$ cat src/rtl/div_pkg.sv
// div_pkg
// Shared types and constants for the divider request controller.
//   XLEN     : default operand/result width
//   INT_MIN  : most negative XLEN-bit signed value
//   funct3_e : RV32M divide/remainder encodings
//   state_e  : controller states
package div_pkg;

  localparam int XLEN = 32;
  localparam logic [XLEN-1:0] INT_MIN = {1'b1, {(XLEN-1){1'b0}}};

  typedef enum logic [2:0] {
    F3_DIV  = 3'b100,
    F3_DIVU = 3'b101,
    F3_REM  = 3'b110,
    F3_REMU = 3'b111
  } funct3_e;

  typedef enum logic [2:0] {
    S_IDLE,
    S_LAUNCH,
    S_WAIT,
    S_RESP,
    S_DRAIN
  } state_e;

  // DIV and REM interpret their operands as two's complement
  function automatic logic f3_is_signed(input logic [2:0] f3);
    return (f3 == F3_DIV) || (f3 == F3_REM);
  endfunction

endpackage

$ cat src/rtl/div_req_ctrl_special_case.sv
// div_special_case
// Combinational detection of the cases answered without the divider,
// plus the already-selected quotient/remainder for those cases.
//   i_funct3    : request funct3
//   i_rs1/i_rs2 : dividend / divisor
//   o_is_signed : op is DIV or REM
//   o_sel_rem   : op returns the remainder
//   o_illegal   : funct3 is not a divide/remainder encoding
//   o_fast      : illegal, divide-by-zero or signed overflow
//   o_data      : selected result for the fast cases (0 when illegal)
module div_special_case #(
  parameter int XLEN = div_pkg::XLEN
) (
  input  logic [2:0]      i_funct3,
  input  logic [XLEN-1:0] i_rs1,
  input  logic [XLEN-1:0] i_rs2,
  output logic            o_is_signed,
  output logic            o_sel_rem,
  output logic            o_illegal,
  output logic            o_fast,
  output logic [XLEN-1:0] o_data
);
  import div_pkg::*;

  localparam logic [XLEN-1:0] MIN_NEG = {1'b1, {(XLEN-1){1'b0}}};

  logic            w_div_zero;
  logic            w_overflow;
  logic [XLEN-1:0] w_q;
  logic [XLEN-1:0] w_r;

  // Priority matches the architectural results: illegal first, then
  // divide-by-zero (q = all ones, r = dividend), then MIN/-1 overflow
  // (q = MIN, r = 0).
  always_comb begin
    o_illegal   = ~i_funct3[2];
    o_is_signed = f3_is_signed(i_funct3);
    o_sel_rem   = i_funct3[1];
    w_div_zero  = (i_rs2 == '0);
    w_overflow  = o_is_signed && (i_rs1 == MIN_NEG) && (i_rs2 == '1);
    o_fast      = o_illegal | w_div_zero | w_overflow;
    w_q         = '0;
    w_r         = '0;
    if (o_illegal) begin
      w_q = '0;
      w_r = '0;
    end else if (w_div_zero) begin
      w_q = '1;
      w_r = i_rs1;
    end else if (w_overflow) begin
      w_q = MIN_NEG;
      w_r = '0;
    end
    o_data = o_sel_rem ? w_r : w_q;
  end

endmodule

$ cat src/rtl/div_req_ctrl.sv
// div_req_ctrl
// Initiator side of the divider handshake. Accepts DIV/DIVU/REM/REMU from
// EX, answers special cases and repeated operands locally, otherwise
// launches the divider and returns the selected quotient or remainder.
//   clk_i, reset_i              : clock, async active-high reset
//   req_valid_i/req_ready_o     : request handshake (funct3, rs1, rs2, tag)
//   flush_i                     : kill the in-flight op
//   resp_valid_o/resp_ready_i   : response handshake (data, tag, err)
//   div_start_o, div_is_signed_o, div_dividend_o, div_divisor_o : to divider
//   div_quotient_i, div_remainder_i, div_done_i                 : from divider
module div_req_ctrl #(
  parameter int XLEN    = div_pkg::XLEN,
  parameter int TAG_W   = 5,
  parameter int TIMEOUT = 64
) (
  input  logic             clk_i,
  input  logic             reset_i,
  input  logic             req_valid_i,
  output logic             req_ready_o,
  input  logic [2:0]       req_funct3_i,
  input  logic [XLEN-1:0]  req_rs1_i,
  input  logic [XLEN-1:0]  req_rs2_i,
  input  logic [TAG_W-1:0] req_tag_i,
  input  logic             flush_i,
  output logic             resp_valid_o,
  input  logic             resp_ready_i,
  output logic [XLEN-1:0]  resp_data_o,
  output logic [TAG_W-1:0] resp_tag_o,
  output logic             resp_err_o,
  output logic             div_start_o,
  output logic             div_is_signed_o,
  output logic [XLEN-1:0]  div_dividend_o,
  output logic [XLEN-1:0]  div_divisor_o,
  input  logic [XLEN-1:0]  div_quotient_i,
  input  logic [XLEN-1:0]  div_remainder_i,
  input  logic             div_done_i
);
  import div_pkg::*;

  localparam int CW = $clog2(TIMEOUT) + 1;
  localparam logic [CW-1:0] TO_LAST = CW'(TIMEOUT - 1);

  state_e           r_state;
  logic [CW-1:0]    r_count;
  logic [TAG_W-1:0] r_tag;
  logic             r_sel_rem;
  logic             r_cache_valid;
  logic [XLEN-1:0]  r_cache_q;
  logic [XLEN-1:0]  r_cache_r;

  logic             w_sc_signed;
  logic             w_sc_sel_rem;
  logic             w_sc_illegal;
  logic             w_sc_fast;
  logic [XLEN-1:0]  w_sc_data;
  logic             w_accept;
  logic             w_hit;

  div_special_case #(.XLEN(XLEN)) u_special (
    .i_funct3    (req_funct3_i),
    .i_rs1       (req_rs1_i),
    .i_rs2       (req_rs2_i),
    .o_is_signed (w_sc_signed),
    .o_sel_rem   (w_sc_sel_rem),
    .o_illegal   (w_sc_illegal),
    .o_fast      (w_sc_fast),
    .o_data      (w_sc_data)
  );

  // The divider operand registers only change on a launch, so together with
  // r_cache_valid they double as the cache key for the last divider result.
  assign w_accept = (r_state == S_IDLE) && req_valid_i && !flush_i;
  assign w_hit    = r_cache_valid && (req_rs1_i == div_dividend_o) &&
                    (req_rs2_i == div_divisor_o) &&
                    (w_sc_signed == div_is_signed_o);

  // Single FSM with registered outputs. The divider cannot be aborted, so a
  // flush during LAUNCH/WAIT parks in DRAIN until done or timeout.
  always_ff @(posedge clk_i or posedge reset_i) begin
    if (reset_i) begin
      r_state         <= S_IDLE;
      r_count         <= '0;
      r_tag           <= '0;
      r_sel_rem       <= 1'b0;
      r_cache_valid   <= 1'b0;
      r_cache_q       <= '0;
      r_cache_r       <= '0;
      req_ready_o     <= 1'b1;
      resp_valid_o    <= 1'b0;
      resp_data_o     <= '0;
      resp_tag_o      <= '0;
      resp_err_o      <= 1'b0;
      div_start_o     <= 1'b0;
      div_is_signed_o <= 1'b0;
      div_dividend_o  <= '0;
      div_divisor_o   <= '0;
    end else begin
      div_start_o <= 1'b0;
      case (r_state)
        S_IDLE: begin
          if (w_accept) begin
            req_ready_o <= 1'b0;
            r_tag       <= req_tag_i;
            r_sel_rem   <= w_sc_sel_rem;
            if (w_sc_fast) begin
              r_state      <= S_RESP;
              resp_valid_o <= 1'b1;
              resp_data_o  <= w_sc_data;
              resp_err_o   <= w_sc_illegal;
              resp_tag_o   <= req_tag_i;
            end else if (w_hit) begin
              r_state      <= S_RESP;
              resp_valid_o <= 1'b1;
              resp_data_o  <= w_sc_sel_rem ? r_cache_r : r_cache_q;
              resp_err_o   <= 1'b0;
              resp_tag_o   <= req_tag_i;
            end else begin
              r_state         <= S_LAUNCH;
              r_cache_valid   <= 1'b0;
              div_start_o     <= 1'b1;
              div_dividend_o  <= req_rs1_i;
              div_divisor_o   <= req_rs2_i;
              div_is_signed_o <= w_sc_signed;
            end
          end
        end
        S_LAUNCH: begin
          r_count <= '0;
          r_state <= flush_i ? S_DRAIN : S_WAIT;
        end
        S_WAIT: begin
          r_count <= r_count + CW'(1);
          if (flush_i) begin
            // A done or timeout in the flush cycle already ends the op
            if (div_done_i || (r_count == TO_LAST)) begin
              r_state     <= S_IDLE;
              req_ready_o <= 1'b1;
            end else begin
              r_state <= S_DRAIN;
            end
          end else if (div_done_i) begin
            r_state       <= S_RESP;
            r_cache_valid <= 1'b1;
            r_cache_q     <= div_quotient_i;
            r_cache_r     <= div_remainder_i;
            resp_valid_o  <= 1'b1;
            resp_data_o   <= r_sel_rem ? div_remainder_i : div_quotient_i;
            resp_err_o    <= 1'b0;
            resp_tag_o    <= r_tag;
          end else if (r_count == TO_LAST) begin
            r_state      <= S_RESP;
            resp_valid_o <= 1'b1;
            resp_data_o  <= '0;
            resp_err_o   <= 1'b1;
            resp_tag_o   <= r_tag;
          end
        end
        S_RESP: begin
          // Flush drops the response; either way the next cycle is IDLE
          if (flush_i || resp_ready_i) begin
            r_state      <= S_IDLE;
            req_ready_o  <= 1'b1;
            resp_valid_o <= 1'b0;
            resp_data_o  <= '0;
            resp_tag_o   <= '0;
            resp_err_o   <= 1'b0;
          end
        end
        S_DRAIN: begin
          r_count <= r_count + CW'(1);
          if (div_done_i || (r_count >= TO_LAST)) begin
            r_state     <= S_IDLE;
            req_ready_o <= 1'b1;
          end
        end
        default: begin
          r_state     <= S_IDLE;
          req_ready_o <= 1'b1;
        end
      endcase
    end
  end

endmodule

$ cat config.mk
export PLATFORM = sky130hd
export DESIGN_NAME = div_req_ctrl
export DESIGN_NICKNAME = d
export VERILOG_FILES = /design/src/rtl/div_pkg.sv /design/src/rtl/div_req_ctrl_special_case.sv /design/src/rtl/div_req_ctrl.sv
export SDC_FILE = /design/constraint.sdc
export NUM_CORES = 1
export LEC_CHECK = 0
export CORE_UTILIZATION = 35
export DETAILED_ROUTE_END_ITERATION = 7
export PLACE_DENSITY = 0.65
export SLEW_MARGIN = 20
export SYNTH_ARGS = -nofsm -noshare
export SYNTH_HDL_FRONTEND = slang
export SYNTH_SLANG_ARGS = --single-unit
$ cat constraint.sdc
create_clock -name clk_i -period 18.8 [get_ports clk_i]
set_input_delay 2.82 -clock clk_i [delete_from_list [all_inputs] [get_ports clk_i]]
set_output_delay 2.82 -clock clk_i [all_outputs]
set_load 0.005 [all_outputs]
# == After elaboration in Yosys (flattened, before gate mapping) ==
# Cells that the tools add are included.
# totals
inputBits,142
reg_bits,187
wordCells,140
# op_classes
n_lt_le_gt_ge,1
n_mux,66
n_reduce_logical,25
addsub,1
eq_ne,24
bitwise,7
# ops
op,n
32-bit 2-to-1 mux,15
32-bit case mux with 3 select lines,1
32-bit == test,2
32-bit == test (second input constant),2
5-bit 2-to-1 mux,7
32-bit zero test,1
1-bit 2-to-1 mux,26
3-bit 2-to-1 mux,8
2-bit != test (second input constant),9
6-bit AND reduction,3
3-bit case mux with 5 select lines,1
5-bit case mux with 3 select lines,1
7-bit case mux with 2 select lines,1
3-bit == test (second input constant),3
4-bit AND reduction,2
7-bit by 1-bit adder with 7-bit output (second input constant),1
7-bit by 6-bit == test with 1-bit output (second input constant),1
7-bit by 6-bit greater-or-equal comparator with 1-bit output (second input constant),1
1-bit logical AND,7
3-bit by 2-bit == test with 1-bit output (second input constant),2
1-bit case mux with 3 select lines,2
1-bit inverter,5
1-bit case mux with 5 select lines,1
1-bit logical OR,4
other kinds (15),18

# == Longest topological paths before layout ==
# depth
ltp_word,11
ltp_mapped,10
mapped_depth_nobuf,8

# == By module ==
# Synthesis repeated with hierarchy kept, for this count alone.
# hier_totals
cells_unflattened,912
hier_area_um2,10030.9
# modules_own_cells
mod,seq_area_each_um2,n_inst,area_each_um2,cells_per_inst
div_req_ctrl,4680.7,1,9441.6,799
div_special_case,0.0,1,589.3,113

# == Least setup slack after synthesis ==
# No wires, ideal clock.
# synth_path
kind,in2reg
startpoint,in req_rs1_i[12]
endpoint,reg resp_data_o[10]
path_buffers,2
slack_ps,13952
t_required_ps,18675
stages,8
setup_time_ps,125
t_arrival_ps,4723
cell_sequence,or4_1 > nor4_1 > a31o_2 > nor2b_1 > a21oi_1 > buf_4 > buf_4 > mux2_2
# synth_via
elab_chain_cells,7
# synth_lines
item,line_no,text
"start, declared",div_req_ctrl.sv:21,"input logic [XLEN-1:0] req_rs1_i,"
32-bit == test,div_req_ctrl_special_case.sv:40,w_overflow = o_is_signed && (i_rs1 == MIN_NEG) && (i_rs2 == '1);
1-bit logical AND (2 in a row),div_req_ctrl_special_case.sv:40,
1-bit bitwise OR,div_req_ctrl_special_case.sv:41,o_fast = o_illegal | w_div_zero | w_overflow;
32-bit 2-to-1 mux,div_req_ctrl.sv:105,if (w_sc_fast) begin
32-bit 2-to-1 mux,div_req_ctrl.sv:101,if (w_accept) begin
32-bit case mux with 3 select lines,div_req_ctrl.sv:99,case (r_state)
"end signal, assigned",div_req_ctrl.sv:108,resp_data_o <= w_sc_data;
"end signal, assigned",div_req_ctrl.sv:114,resp_data_o <= w_sc_sel_rem ? r_cache_r : r_cache_q;
"end signal, assigned",div_req_ctrl.sv:147,resp_data_o <= r_sel_rem ? div_remainder_i : div_quotient_i;
"end, declared",div_req_ctrl.sv:27,"output logic [XLEN-1:0] resp_data_o,"
# Parallel ways exist; a longest one is shown, timed or not. The select of a mux whose other input is x is not followed.
# A chain may end at the register's enable or synchronous reset.

# == Final worst setup path ==
# layout_path
startpoint,in req_rs1_i[22]
endpoint,reg resp_data_o[26]
# The elaborated chain is that of the path after synthesis.

==> metrics.txt <==
clock slew at reported path FFs 0.07 ns; number of flops mapped to enable cells by yosys 0; Die ar. 29300 um2; final core area utilization 48.0%; post-DR vias/cell 5.47; Slew @ Worst Pin 1.04 ns; Final Cycle Share approximately 32%; crit start category input pin; RSZ-0062 raised after global routing false; # fillers 2609; via total after detailed routing 7966; antenna violations before repair 0; relative slew slack 30.5%; min cycle time layout 6.02 ns; Initial Util a little over a third; Root Driver clkbuf_16; Seq/Total Area, Yosys 46.8%; Post-CTS Hold Buffers 0; Synth area leaders dfrtp_1 47%, mux2_2 15%, mux2i_1 6.8%; Hold WC Path Type flip-flop to flip-flop; H-tree depth 4; maximum clock rate around 170 MHz; Post-Route WL between 30 and 40 mm; Hold Fails Final Rpt 0; later-pin clock latency in the skew report about 0.43 ns; Final ANT Viol Nets 0; Initial DRC Count 569; clk sink count around 190; GPL Wtd Cong 0.876; core footprint 27900 um2; nets 1211; dpl ws 12.46 ns; Syn Area/Cell 11.9 um2; share of layout cells above drive strength 1 20.7%; Inst Count DP 1427; Arr. time, crit path roughly 6.3 ns; YS warnings 0; Commonest cells post-synth 186 x dfrtp_1, 134 x mux2_2, 68 x mux2i_1; number of global-route vias before repair slightly above 8000; Post-CTS Setup Repair Bufs 0; PwrDens 153 nW/um2; Post-Syn Instances 840; maximum vdd ir drop 62.1 uV; data required time of the critical path 19.11 ns; hold_ws between 0.5 and 0.6 ns; Synth Flop Type dfrtp_1; Design Power around 2.1 mW; DIE WIDTH 171 um; MaxCap Viol Count 0; DRT Pass-1 Iters 5; I/O pin count 248; post-route insts no fill 1457; final worst slack 12.78 ns; Inserted Diodes 0; Std-Cell Rows 61; status completed; Num CTS Buffers 17; post-synthesis async set-or-reset flop share 100%; post-synth top area cell dfrtp_1; Final Skew 0.0147 ns; total grt overflow 0; Crit Path Max Fanout 39; chip height 171 um; Pleak 5.42 nW; top-count cell post-synth dfrtp_1; port buffer count 247; first-pass GRT wire length about 50 mm; Max Slew Vio Count 0; Routed wire per std cell 22.5 um; largest net degree at the start of global routing 113; #FFs+latches synth 187; hpwl dp roughly 24 mm; Fin Setup TNS 0 ns; Finished Cell Area 13400 um2; placed instance area 12800 um2; Distinct cells, synth between 40 and 50; drc violations 0; area share of the largest cell type after synthesis 46.5%; Post-Syn Area 10000 um2; post-synthesis net count 983; area delta synth->final 34.1%; CTS max path bufs 2; GR Util All Layers between 20% and 30%; Gates resized, CTS repair 0; final setup fails 0; Crit. End Element flip-flop; CTS tree yes; WS Path Type input pin to flip-flop
-- layer usage --
layer | GRT usage [%] | up-vias | wire length [um]
li1 | - | 3600 | -
met3 | 5.23 | 42 | 2150
met2 | 36.9 | 268 | 15500
met4 | 7.03 | 0 | 696
met1 | 30.4 | 4056 | 14500
met5 | 0 | - | 0
-- cell families after synthesis --
group	count (synthesis)	synth area share, %
buf+inv	55	2.61
xor+xnor	49	4.29
compound gates	120	7.80
flops	187	46.8
simple gates	187	10.6
fa+ha+maj	1	0.125
mux	241	27.7
-- registers in the layout, indices dropped and copies added (netlist names), 3 cells and up --
signal	cells
div_dividend_o	32
div_divisor_o	32
r_cache_q	32
r_cache_r	32
resp_data_o	32
r_count	7
r_tag	5
resp_tag_o	5
r_state	3
-- layout make-up --
| class | instances | area (um2) | share of cell area, % |
|---|---|---|---|
| Multi-Input combinational cell | 598 | 5100 | 38.0 |
| Tap cell | 378 | 473 | 3.52 |
| Inverter | 8 | 37.5 | 0.280 |
| Sequential cell | 187 | 4680 | 34.9 |
| Clock inverter | 11 | 161 | 1.20 |
| Timing Repair Buffer | 256 | 2530 | 18.9 |
| Clock buffer | 19 | 433 | 3.23 |
-- final timing paths --
check,end,startpoint,depth (start not counted),slack [ns]
setup / recovery,resp_data_o[26],req_rs1_i[22],9,12.78
hold / removal,resp_data_o[4],resp_data_o[4],1,0.51
setup reg to reg,r_cache_r[16],r_state[1],6,14.96
hold reg to reg,resp_data_o[4],resp_data_o[4],1,0.51
max in group asynchronous,resp_data_o[16],reset_i,3,14.37
min in group asynchronous,r_count[5],reset_i,2,2.93
-- critical path, cell delays in order --
cell             delay [ns]
clkdlybuf4s50_1        0.50
xnor2_1                0.29
nor4b_1                0.44
nor3b_1                0.41
nor4bb_1               0.39
nand4_1                0.28
a21oi_4                0.17
buf_4                  0.57
mux2_2                 0.42
-- placed cells by master (no fill, tap or decap), types with 3 or more instances in the layout --
master	n
xor2_1	20
xnor2_1	29
a21oi_1	14
nor2_1	19
inv_1	6
o221ai_1	31
clkbuf_16	17
nor2b_1	4
mux2_2	134
o21ai_0	47
nor4_1	27
nand2b_1	35
nand4_1	34
a31oi_1	5
clkinv_4	3
mux2i_1	68
dfrtp_1	185
inv_6	3
or4_1	5
mux2_4	39
nand3_1	11
nand4b_1	5
o22ai_1	8
nor3_1	7
bufinv_16	3
clkdlybuf4s50_1	246
buf_4	9
nand2_1	25
-- where the power goes --
| group | internal (mW) | switching [mW] | leakage (nW) |
|---|---|---|---|
| registers | 0.597 | 0.165 | 2.31 |
| logic | 0.540 | 0.374 | 2.83 |
| clock network | 0.211 | 0.168 | 0.286 |
| total | 1.35 | 0.707 | 5.42 |
No activity file was read; power rests on OpenSTA's default activity.
==> RTL change (same flow settings) <==
Make the reset (`reset_i`) synchronous in one clocked block. Comments in the files are not updated.
--- a/src/rtl/div_req_ctrl.sv
+++ b/src/rtl/div_req_ctrl.sv
@@ -76,7 +76,7 @@
 
   // Single FSM with registered outputs. The divider cannot be aborted, so a
   // flush during LAUNCH/WAIT parks in DRAIN until done or timeout.
-  always_ff @(posedge clk_i or posedge reset_i) begin
+  always_ff @(posedge clk_i) begin
     if (reset_i) begin
       r_state         <= S_IDLE;
       r_count         <= '0;
Behaviour: not the same (a bounded check fails within 4 cycles, from zero or initial values and one cycle with reset_i high; the reset may be asserted at any time).
==> RTL change against the unedited design <==
Global-route usage rose by 1.8 points; routed wire length rose by 12%; sequential cell count did not move; count of clock-buffer cells in the layout fell by 2; highest routed layer unchanged; synthesized area rose by 0.14%; setup slack improved by 360 ps; register-to-register slack improved by 810 ps; critical path type unchanged; cell area fell by 1.3%; via count rose by 29%.
Power is not compared: it rests on default switching activity, and its combinational part moved more than twofold at a synthesized area within 25%.
==> RTL change: results (changes against the unedited design) <==
route:
  wirelength_um: 36800  # +12%
  dr.pass1.iters: 6  # +1
  via_per_inst: 5.59  # +2.3%
  drtIter0Drc: 1030  # +81%
outcome:
  status: "completed"
logic_synthesis:
  yosys-top-cells-count: "229 x nand2_1, 187 x dfxtp_1, 156 x a21oi_1"
  synthMuxAreaShare_pct: 10.7  # -17 points
  synth_area_leaders: "dfxtp_1 37%, nand2_1 8.6%, a21oi_1 7.8%"
  synth_compound_area_share_pct: 17.4  # +9.6 points
  yosys.area_share.adder_pct: 0.125  # -0.00017 points
  synthArstFlopShare_pct: 0  # -100 points
  synth-xor-area-share_pct: 5.07  # +0.78 points
  synth-seq-area-share_pct: 37.4  # -9.4 points
sta:
  slew_headroom_pct: 33.3  # +2.8 points
  skew_ps: 12.8  # -1.83 ps
placement:
  gp_congestion: 0.936  # +6.8%
  placed_cell_area_mm2: 0.0127  # -1.3%
  hpwl_um: 25400  # +6.9%
setup_path:
  critPathArrivalTime_ps: 6020  # -310 ps
layout:
  fillers: 2754  # +5.6%
  ff_latch_area_mm2: 0.00374  # -20%
  nets: 1592  # +31%
  drive_above_1_share_pct: 6.50  # -14 points
cts:
  clockRootBuffer: "clkbuf_16"
grt:
  grt_usage_pct: 24.7  # +1.8 points
  grt_pass1_vias: 9447  # +15%
==> RTL change: cell types whose count changed after synthesis, moves of 13 or more <==
cell / change
o21ai_1: +20
a21oi_1: +141
clkbuf_1: +33
nand2_1: +204
a221o_1: +30
buf_1: +13
mux2_4: -39
nand3_1: +61
nor2_1: +35
dfxtp_1: +187
mux2_2: -101
o221ai_1: -29
dfrtp_1: -186
==> RTL change: critical path, cell delays in order <==
cell and delay [ps]:
clkdlybuf4s50_1 580, nand2b_2 170, or4_1 510, nor4_2 560, a211oi_1 200, a21bo_4 730, o21ai_0 210, a21oi_1 190
==> RTL change: worst paths after layout <==
kind                                  from                              end  slack [ps]  cells after the start
min             r_cache_r[16]$_SDFFE_PP0P_       r_cache_r[16]$_SDFFE_PP0P_         450                      2
min reg2reg     r_cache_r[16]$_SDFFE_PP0P_       r_cache_r[16]$_SDFFE_PP0P_         450                      2
max reg2reg  div_divisor_o[0]$_SDFFE_PP0P_     resp_data_o[11]$_SDFFE_PP0P_       15770                      8
max                        req_funct3_i[2]  div_dividend_o[11]$_SDFFE_PP0P_       13140                      8
==> RTL change: metal layers <==
metal	vias up	GRT usage (%)	part of all wire, %
met1	4892	34.8	46
met3	69	3.98	7.1
li1	4850	-	-
met2	489	37.3	44
met4	0	10.0	3.2
met5	-	0	0
==> RTL change: metrics by stage <==
stage                     setup slack (ps)  std cells  util (%)  power [mW]
final                                13140       1842      47.4        1.17
after global routing                 12920       1841      47.4        1.23
after CTS                            13190       1840      47.4        1.18
after detailed placement             12760       1808      45.3       0.818
after global placement               12840       1808      45.3       0.815
after floorplan                      14050       1268         -       0.678
==> RTL change: layout make-up <==
class                           instances  share of cell area, %
Inverter                               17                  0.482
Timing Repair Buffer                  260                   19.4
Clock inverter                         15                   1.15
Clock buffer                           17                   3.21
Sequential cell                       187                   28.3
Multi-Input combinational cell        966                   43.9
Antenna cell                            2                 0.0378
Tap cell                              378                   3.57
==> RTL change: cell families (layout without fill, tap and decap cells) <==
logic type / Yosys count / count (layout)
simple gates: 509 / 509
compound gates: 296 / 296
flops: 187 / 187
buf+inv: 115 / 309
mux: 102 / 102
xor+xnor: 58 / 58
fa+ha+maj: 1 / 1
other cells: 0 / 2
==> RTL change: power by group through the flow <==
stage	logic (mW)	clock network (mW)	registers [mW]
global route	0.375	0.385	0.469
detailed placement	0.345	0	0.473
CTS	0.347	0.366	0.463
finish	0.348	0.361	0.464
floorplan	0.222	0	0.456
global placement	0.343	0	0.472
